[config.mk]
export PLATFORM = sky130hd
export DESIGN_NAME = mcu_reg_bank
export DESIGN_NICKNAME = d
export VERILOG_FILES = /design/src/rtl/mcu_reg_bank_pkg.sv /design/src/rtl/mcu_reg_bank_strobe_sync.sv /design/src/rtl/mcu_reg_bank.sv
export SDC_FILE = /design/constraint.sdc
export NUM_CORES = 1
export LEC_CHECK = 0
export CORE_ASPECT_RATIO = 1.1
export CORE_MARGIN = 2
export CORE_UTILIZATION = 47
export DETAILED_ROUTE_END_ITERATION = 8
export GPL_ROUTABILITY_DRIVEN = 1
export PLACE_DENSITY = 0.88
export SLEW_MARGIN = 5
export SYNTH_ARGS = -nofsm -noshare
export SYNTH_HDL_FRONTEND = slang
export SYNTH_HIERARCHICAL = 1
export SYNTH_SLANG_ARGS = --single-unit
[constraint.sdc]
create_clock -name CLK -period 2.8 [get_ports CLK]
set_input_delay 0.84 -clock CLK [delete_from_list [all_inputs] [get_ports CLK]]
set_output_delay 0.84 -clock CLK [all_outputs]
set_load 0.01 [all_outputs]
[src/rtl/mcu_reg_bank_pkg.sv]
// ----------------------------------------------------------------------------
// mcu_reg_bank_pkg
// Shared definitions for the MCU-mapped register bank:
//   - default geometry (register count, address and data widths)
//   - register address map of the capture/trigger core
//   - default read-only mask (key and SRAM readback registers)
//   - strobe edge selector used by the strobe synchroniser
// ----------------------------------------------------------------------------
package mcu_reg_bank_pkg;

    localparam int NUM_REGS_DEF    = 24;
    localparam int ADDR_W_DEF      = 5;
    localparam int DATA_W_DEF      = 8;
    localparam int COMMIT_ADDR_DEF = 2**ADDR_W_DEF - 1;

    // Which strobe transition produces an event.
    typedef enum logic {
        EDGE_RISE = 1'b0,
        EDGE_FALL = 1'b1
    } edge_t;

    // Register address map. Multi-byte values (decimation, window count)
    // are split over consecutive addresses and only become visible to the
    // core together, on commit.
    localparam logic [ADDR_W_DEF-1:0] ADDR_DECIM_L  = 5'd0;
    localparam logic [ADDR_W_DEF-1:0] ADDR_DECIM_H0 = 5'd1;
    localparam logic [ADDR_W_DEF-1:0] ADDR_DECIM_H1 = 5'd2;
    localparam logic [ADDR_W_DEF-1:0] ADDR_TRIG_UP  = 5'd3;
    localparam logic [ADDR_W_DEF-1:0] ADDR_TRIG_DN  = 5'd4;
    localparam logic [ADDR_W_DEF-1:0] ADDR_WIN_L    = 5'd5;
    localparam logic [ADDR_W_DEF-1:0] ADDR_WIN_H0   = 5'd6;
    localparam logic [ADDR_W_DEF-1:0] ADDR_WIN_H1   = 5'd7;
    localparam logic [ADDR_W_DEF-1:0] ADDR_CNF_A    = 5'd8;
    localparam logic [ADDR_W_DEF-1:0] ADDR_CNF_B    = 5'd9;
    localparam logic [ADDR_W_DEF-1:0] ADDR_DELAY    = 5'd10;
    localparam logic [ADDR_W_DEF-1:0] ADDR_EXTPIN0  = 5'd11;
    localparam logic [ADDR_W_DEF-1:0] ADDR_EXTPIN1  = 5'd12;
    localparam logic [ADDR_W_DEF-1:0] ADDR_WRCTRL   = 5'd13;
    localparam logic [ADDR_W_DEF-1:0] ADDR_LA_COND  = 5'd14;
    localparam logic [ADDR_W_DEF-1:0] ADDR_LA_DIFF  = 5'd15;
    localparam logic [ADDR_W_DEF-1:0] ADDR_KEYS     = 5'd16;
    localparam logic [ADDR_W_DEF-1:0] ADDR_SRAM     = 5'd17;
    // Addresses 18..23 are implemented spares; 24..30 are unmapped.
    localparam logic [ADDR_W_DEF-1:0] ADDR_COMMIT   = 5'(COMMIT_ADDR_DEF);

    // One-hot bit for register idx within a NUM_REGS_DEF-wide mask.
    function automatic logic [NUM_REGS_DEF-1:0] reg_bit(input logic [ADDR_W_DEF-1:0] idx);
        return NUM_REGS_DEF'(1) << idx;
    endfunction

    // Keys and SRAM readback are sourced from the core, not the MCU.
    localparam logic [NUM_REGS_DEF-1:0] DEFAULT_RO_MASK =
        reg_bit(ADDR_KEYS) | reg_bit(ADDR_SRAM);

endpackage : mcu_reg_bank_pkg

[src/rtl/mcu_reg_bank_strobe_sync.sv]
// ----------------------------------------------------------------------------
// strobe_sync
// Resynchronises an asynchronous MCU strobe into the clk domain and emits a
// registered one-cycle event on the selected edge.
// Latency from the strobe edge to evt is SYNC_STAGES+1 clk.
// Ports:
//   clk    in  system clock
//   rst_n  in  asynchronous active-low reset
//   strobe in  asynchronous strobe from the MCU
//   evt    out one-clk event on the selected strobe edge
// ----------------------------------------------------------------------------
module strobe_sync
    import mcu_reg_bank_pkg::*;
#(
    parameter int    SYNC_STAGES = 2,
    parameter edge_t EDGE        = EDGE_RISE
) (
    input  logic clk,
    input  logic rst_n,
    input  logic strobe,
    output logic evt
);

    logic [SYNC_STAGES-1:0] sync_q;
    logic                   prev_q;
    logic                   edge_seen;

    // Edge detect on the last synchroniser stage against its delayed copy.
    always_comb begin
        // NOTE: every always_comb output gets a default first so no path can leave it unassigned and infer a latch.
        edge_seen = 1'b0;
        if (EDGE == EDGE_RISE) begin
            edge_seen = sync_q[SYNC_STAGES-1] & ~prev_q;
        end else begin
            edge_seen = ~sync_q[SYNC_STAGES-1] & prev_q;
        end
    end

    // NOTE: sequential state uses non-blocking assignments so every flop samples pre-edge values.
    always_ff @(posedge clk or negedge rst_n) begin
        if (!rst_n) begin
            sync_q <= '0;
            prev_q <= 1'b0;
            evt    <= 1'b0;
        end else begin
            sync_q <= {sync_q[SYNC_STAGES-2:0], strobe};
            prev_q <= sync_q[SYNC_STAGES-1];
            evt    <= edge_seen;
        end
    end

endmodule : strobe_sync

[src/rtl/mcu_reg_bank.sv]
// ----------------------------------------------------------------------------
// mcu_reg_bank
// MCU-mapped register bank with shadow/commit. The MCU writes an address
// phase then data phases over an asynchronous strobe bus. Data lands in
// shadow registers; a data write to COMMIT_ADDR either copies every shadow to
// the active set in one cycle (DATA_IN[0]=1) or discards pending shadows by
// reloading them from the active set (DATA_IN[0]=0).
// Ports:
//   CLK           in  system clock
//   nRESET        in  asynchronous active-low reset
//   MCU_WR        in  async write strobe, acts on its rising edge
//   MCU_RD        in  async read strobe, auto-increments on its falling edge
//   Addr_or_Data  in  1: address phase, 0: data phase
//   DATA_IN       in  MCU write data
//   EXT_RD        in  read-only sources, slice i feeds register i
//   REG_DATA_OUT  out readback of the currently addressed register
//   REGS_ACTIVE   out committed register values, slice i = register i
//   WR_PULSE      out one-clk pulse when shadow i is written
//   COMMIT_PULSE  out one-clk pulse in the cycle REGS_ACTIVE updates
// ----------------------------------------------------------------------------
module mcu_reg_bank
    import mcu_reg_bank_pkg::*;
#(
    parameter int                  NUM_REGS    = NUM_REGS_DEF,
    parameter int                  ADDR_W      = ADDR_W_DEF,
    parameter int                  DATA_W      = DATA_W_DEF,
    parameter int                  SYNC_STAGES = 2,
    parameter bit                  AUTO_INC    = 1'b1,
    parameter logic [NUM_REGS-1:0] RO_MASK     = '0,
    parameter int                  COMMIT_ADDR = 2**ADDR_W - 1
) (
    input  logic                       CLK,
    input  logic                       nRESET,
    input  logic                       MCU_WR,
    input  logic                       MCU_RD,
    input  logic                       Addr_or_Data,
    input  logic [DATA_W-1:0]          DATA_IN,
    input  logic [NUM_REGS*DATA_W-1:0] EXT_RD,
    output logic [DATA_W-1:0]          REG_DATA_OUT,
    output logic [NUM_REGS*DATA_W-1:0] REGS_ACTIVE,
    output logic [NUM_REGS-1:0]        WR_PULSE,
    output logic                       COMMIT_PULSE
);

    localparam logic [ADDR_W-1:0] LAST_ADDR   = ADDR_W'(NUM_REGS - 1);
    localparam logic [ADDR_W-1:0] COMMIT_A    = ADDR_W'(COMMIT_ADDR);

    logic                 wr_evt;
    logic                 rd_evt;
    logic [ADDR_W-1:0]    addr_q;
    logic [ADDR_W-1:0]    addr_next_inc;
    logic                 addr_in_bank;
    logic [DATA_W-1:0]    shadow_q [NUM_REGS];
    logic [DATA_W-1:0]    active_q [NUM_REGS];

    // ------------------------------------------------------------------
    // Strobe resynchronisation
    // ------------------------------------------------------------------
    strobe_sync #(
        .SYNC_STAGES (SYNC_STAGES),
        .EDGE        (EDGE_RISE)
    ) u_wr_sync (
        .clk    (CLK),
        .rst_n  (nRESET),
        .strobe (MCU_WR),
        .evt    (wr_evt)
    );

    strobe_sync #(
        .SYNC_STAGES (SYNC_STAGES),
        .EDGE        (EDGE_FALL)
    ) u_rd_sync (
        .clk    (CLK),
        .rst_n  (nRESET),
        .strobe (MCU_RD),
        .evt    (rd_evt)
    );

    // ------------------------------------------------------------------
    // Address helpers: the pointer only walks the implemented range and
    // wraps from the last register back to 0; the commit address and
    // unmapped addresses stay put.
    // ------------------------------------------------------------------
    always_comb begin
        addr_in_bank  = (addr_q <= LAST_ADDR);
        addr_next_inc = (addr_q == LAST_ADDR) ? '0 : addr_q + 1'b1;
    end

    // ------------------------------------------------------------------
    // Address pointer, shadow and active registers, pulses
    // ------------------------------------------------------------------
    always_ff @(posedge CLK or negedge nRESET) begin
        if (!nRESET) begin
            addr_q       <= '0;
            WR_PULSE     <= '0;
            COMMIT_PULSE <= 1'b0;
            // NOTE: these arrays are plain flops, not RAM, so resetting every entry is intended.
            for (int i = 0; i < NUM_REGS; i++) begin
                shadow_q[i] <= '0;
                active_q[i] <= '0;
            end
        end else begin
            WR_PULSE     <= '0;
            COMMIT_PULSE <= 1'b0;

            if (wr_evt) begin
                // A write wins over a coincident read event; the read's
                // increment is dropped so the pointer moves at most once.
                if (Addr_or_Data) begin
                    addr_q <= DATA_IN[ADDR_W-1:0];
                end else if (addr_in_bank) begin
                    if (!RO_MASK[addr_q]) begin
                        shadow_q[addr_q] <= DATA_IN;
                        WR_PULSE[addr_q] <= 1'b1;
                    end
                    if (AUTO_INC) begin
                        addr_q <= addr_next_inc;
                    end
                end else if (addr_q == COMMIT_A) begin
                    if (DATA_IN[0]) begin
                        for (int i = 0; i < NUM_REGS; i++) begin
                            active_q[i] <= shadow_q[i];
                        end
                        COMMIT_PULSE <= 1'b1;
                    end else begin
                        for (int i = 0; i < NUM_REGS; i++) begin
                            shadow_q[i] <= active_q[i];
                        end
                    end
                end
            end else if (rd_evt && AUTO_INC && addr_in_bank) begin
                addr_q <= addr_next_inc;
            end
        end
    end

    // ------------------------------------------------------------------
    // Readback: read-only registers show the external source, writable
    // registers show the pending shadow so the MCU can verify its writes
    // before committing. Unmapped and commit addresses read as 0.
    // ------------------------------------------------------------------
    always_comb begin
        REG_DATA_OUT = '0;
        if (addr_in_bank) begin
            if (RO_MASK[addr_q]) begin
                REG_DATA_OUT = EXT_RD[int'(addr_q)*DATA_W +: DATA_W];
            end else begin
                REG_DATA_OUT = shadow_q[addr_q];
            end
        end
    end

    // Flattened committed values for the capture/trigger core.
    for (genvar g = 0; g < NUM_REGS; g++) begin : g_active_flat
        assign REGS_ACTIVE[g*DATA_W +: DATA_W] = active_q[g];
    end

endmodule : mcu_reg_bank

==> results.md <==
- Placed Instances: around 2,600
- Global-route usage over all layers: about 31%
- DR vias: 17,700
- I/O pin cnt: 430
- CTS root buffer: clkbuf_16
- Post-place instance area: 24,700 um2
- Antenna violations before repair: 1
- Die ar.: 45,700 um2
- DR pass1 iterations: 8
- Run status: complete, but fails checks
- Worst vdd ir: 0.711 mV
- Post-synth EDFFs: 0
- Worst path required time: between 1.5 and 2 ns
- H-tree depth: 2
- Final critical-path required period: 3.34 ns
- Register area share after synthesis: 51.1%
- Crit path launch type: flip-flop
- Cell row count: 80
- Hold_ws: approximately 0.22 ns
- Mapped cell area: 20,700 um2
- Vias per cell: 6.57
- Post-place setup slack: -0.526 ns
- Post-route ant nets: 0
- CTS sink count: roughly 420
- Met2 Use GR: 47.1%
- Post-route DRC: 0
- Starting Density: 47.7%
- Post-synth ARST share: 100%
- Die height: 224 um
- Pwr per Cell Area: 949 nW/um2
- Critical path endpoint category: output pin
- Clk_lat worst skew: 0.58 ns
- First-pass GRT wire length: 107,000 um
- Synth unique cells: 57
- Least-Margin Pin Slew: 1.05 ns
- Grt met1 use: 40.8%
- WL per Instance: 26.8 um
- Final Max Slew Viols: 0
- Clock slew at reported path FFs: 0.06 ns
- Pin count of the biggest net entering global routing: 73
- Peak Freq: approximately 0.30 GHz
- Mapped Nets: 1,964
- CTS buffer count: 45
- CTS tree: yes
- Top cell type's share of synthesized area: 51.1%
- Port buffer count: 237
- Final layout net count: 2,297
- WL final: 72,300 um
- Ranking of synthesized cells by area: dfrtp_1 (51%), mux2_2 (14%), mux2i_1 (6.3%)
- RSZ-0062 raised after global routing: true
- Synth warn: 6
- Failing checks: setup timing
- Final Power: 25.7 mW
- Total Neg Setup Slack: -3.99 ns
- P&R area growth vs syn: 30.9%
- Max Clock Skew: 0.0110 ns
- Mean Syn Cell Area: 11.8 um2
- Core area: roughly 43,000 um2
- Busiest grt layer: met2
- Max-cap violation count: 0
- Mapped Cells: around 1,800
- Seq cells post-synth: 422
- Leakage: between 10 and 15 nW
- Crit path max fanout: 7
- Share of layout cells above drive strength 1: 30.3%
- Post-layout util: 62.4%
- Initial DRC count: ~2,100
- CP Class: reg -> out
- # fillers: 3,038
- GPL Wtd Cong: 0.943
- Max_slew headroom: between 20% and 30%
- HP Class: in -> async
- Post-Layout Cell Count: 2,698
- Maximum buffer depth of the clock tree: 3
- Grt ovf: 0
- Hold Violations, Final: 0
- Final instance area: 27,100 um2
- Worst path arrival time: 2.50 ns
- Period utilisation layout: 119%
- Most used DFF post-synth: dfrtp_1
- Vias in the first global route: 17,600
- DP HPWL: 46,700 um
- Hold_buf cts: 0
- Die width: 204 um
- Dominant cell type by area after synthesis: dfrtp_1
- M3 GR Usage: 7.46%
- PnR worst setup slack: -0.541 ns
- Setup violators final: 8
timing repair:
item                                   4_1_cts  5_1_grt
pin swaps                                   12       18
gates resized for setup                    103       67
setup buffers                                7       20
endpoints found under the hold margin        0        0
setup endpoints to repair                   99      174
gates cloned                                 1        1
worst paths after layout:
check	slack, ns	end	cells past startpoint	start
max reg2reg	0.04	shadow_q[59]	9	addr_q[1]
max in group asynchronous	1.77	shadow_q[180]	2	nRESET
min reg2reg	0.35	u_wr_sync/sync_q[1]	0	u_wr_sync/sync_q[0]
max	-0.54	REG_DATA_OUT[6]	8	addr_q[1]
min in group CLK	0.35	u_wr_sync/sync_q[1]	0	u_wr_sync/sync_q[0]
min	0.22	REGS_ACTIVE[1]	1	nRESET
report_power, final:
| group | internal [mW] | switching, mW |
|---|---|---|
| Clock | 3.54 | 2.52 |
| Combinational | 5.07 | 5.42 |
| Sequential | 7.51 | 1.60 |
routing by layer:
metal	vias to the layer above	wire [um]	part of all wire [%]
met5	-	0	0
met4	0	3910	5.4
met3	245	8510	12
met2	1355	32900	45
met1	8872	27000	37
li1	7258	-	-
worst max-delay path, cell delays in order, from the launching register on:
cell      delay, ns
dfrtp_4        0.51
buf_12         0.16
buf_4          0.16
mux2i_1        0.32
o22ai_1        0.16
a211oi_2       0.19
buf_4          0.19
nand3_4        0.09
buf_6          0.13
final cells by class:
| cell class | instances | area [um2] | share of cell area [%] |
|---|---|---|---|
| clock inverters | 17 | 178 | 0.657 |
| well taps | 574 | 718 | 2.65 |
| inverters | 9 | 33.8 | 0.125 |
| diodes | 2 | 5.00 | 0.0185 |
| multi-input cells | 1167 | 9880 | 36.5 |
| clock buffers | 65 | 1310 | 4.86 |
| repair buffers | 442 | 4350 | 16.1 |
| flip-flops and latches | 422 | 10600 | 39.1 |
synthesized netlist by cell type, types with 4 or more instances:
cell and n:
a22o_1 21, dfrtp_1 422, o2bb2ai_1 29, a21oi_1 43, nand4bb_1 6, mux2i_1 131
o21ai_1 5, o22ai_1 127, or4b_1 5, nor2_1 82, nand3_1 16, a211oi_1 9
nor2b_1 7, inv_1 8, o221ai_1 4, buf_4 8, nor2_4 6, and2_1 13
nand2_1 110, nand4b_1 4, mux2_2 248, nor3_1 5, ha_1 5, o21ai_0 88
clkbuf_1 72, a2bb2oi_1 105, o211ai_1 13, buf_2 57, a22oi_1 12, a21o_1 5
buf_1 16, mux2_1 14, mux4_2 16
state kept, by name, indices dropped and copies added, names as in the netlist:
register / count
COMMIT_PULSE: 1
REGS_ACTIVE: 192
WR_PULSE: 24
addr_q: 5
shadow_q: 192
u_rd_sync/evt: 1
u_rd_sync/prev_q: 1
u_rd_sync/sync_q: 2
u_wr_sync/evt: 1
u_wr_sync/prev_q: 1
u_wr_sync/sync_q: 2
cells by family after synthesis:
| kind of cell | count (synthesis) | share of synthesized area (%) |
|---|---|---|
| and+or+nand+nor | 275 | 6.57 |
| AOI/OAI and AO/OA | 478 | 16.1 |
| muxes | 409 | 22.4 |
| buffers and inverters | 165 | 3.60 |
| adders and majority gates | 5 | 0.303 |
| DFF | 422 | 51.1 |
layout by cell type (no fill, tap or decap), drive strengths merged, types with 4 or more instances in the layout:
cell           count
a211oi            11
a21o               5
a21oi             45
a22o              21
a22oi             12
a2bb2oi          105
and2              13
buf              213
clkbuf            66
clkdlybuf4s50    227
clkinv            10
clkinvlp           4
dfrtp            422
ha                 5
inv                9
mux2             262
mux2i            131
mux4              16
nand2            110
nand3             17
nand4b             4
nand4bb            6
nor2              88
nor2b              9
nor3               5
o211ai            13
o21ai             94
o221ai             4
o22ai            127
o2bb2ai           29
or4b               6
Note: power is estimated with default switching activity, not from simulation.
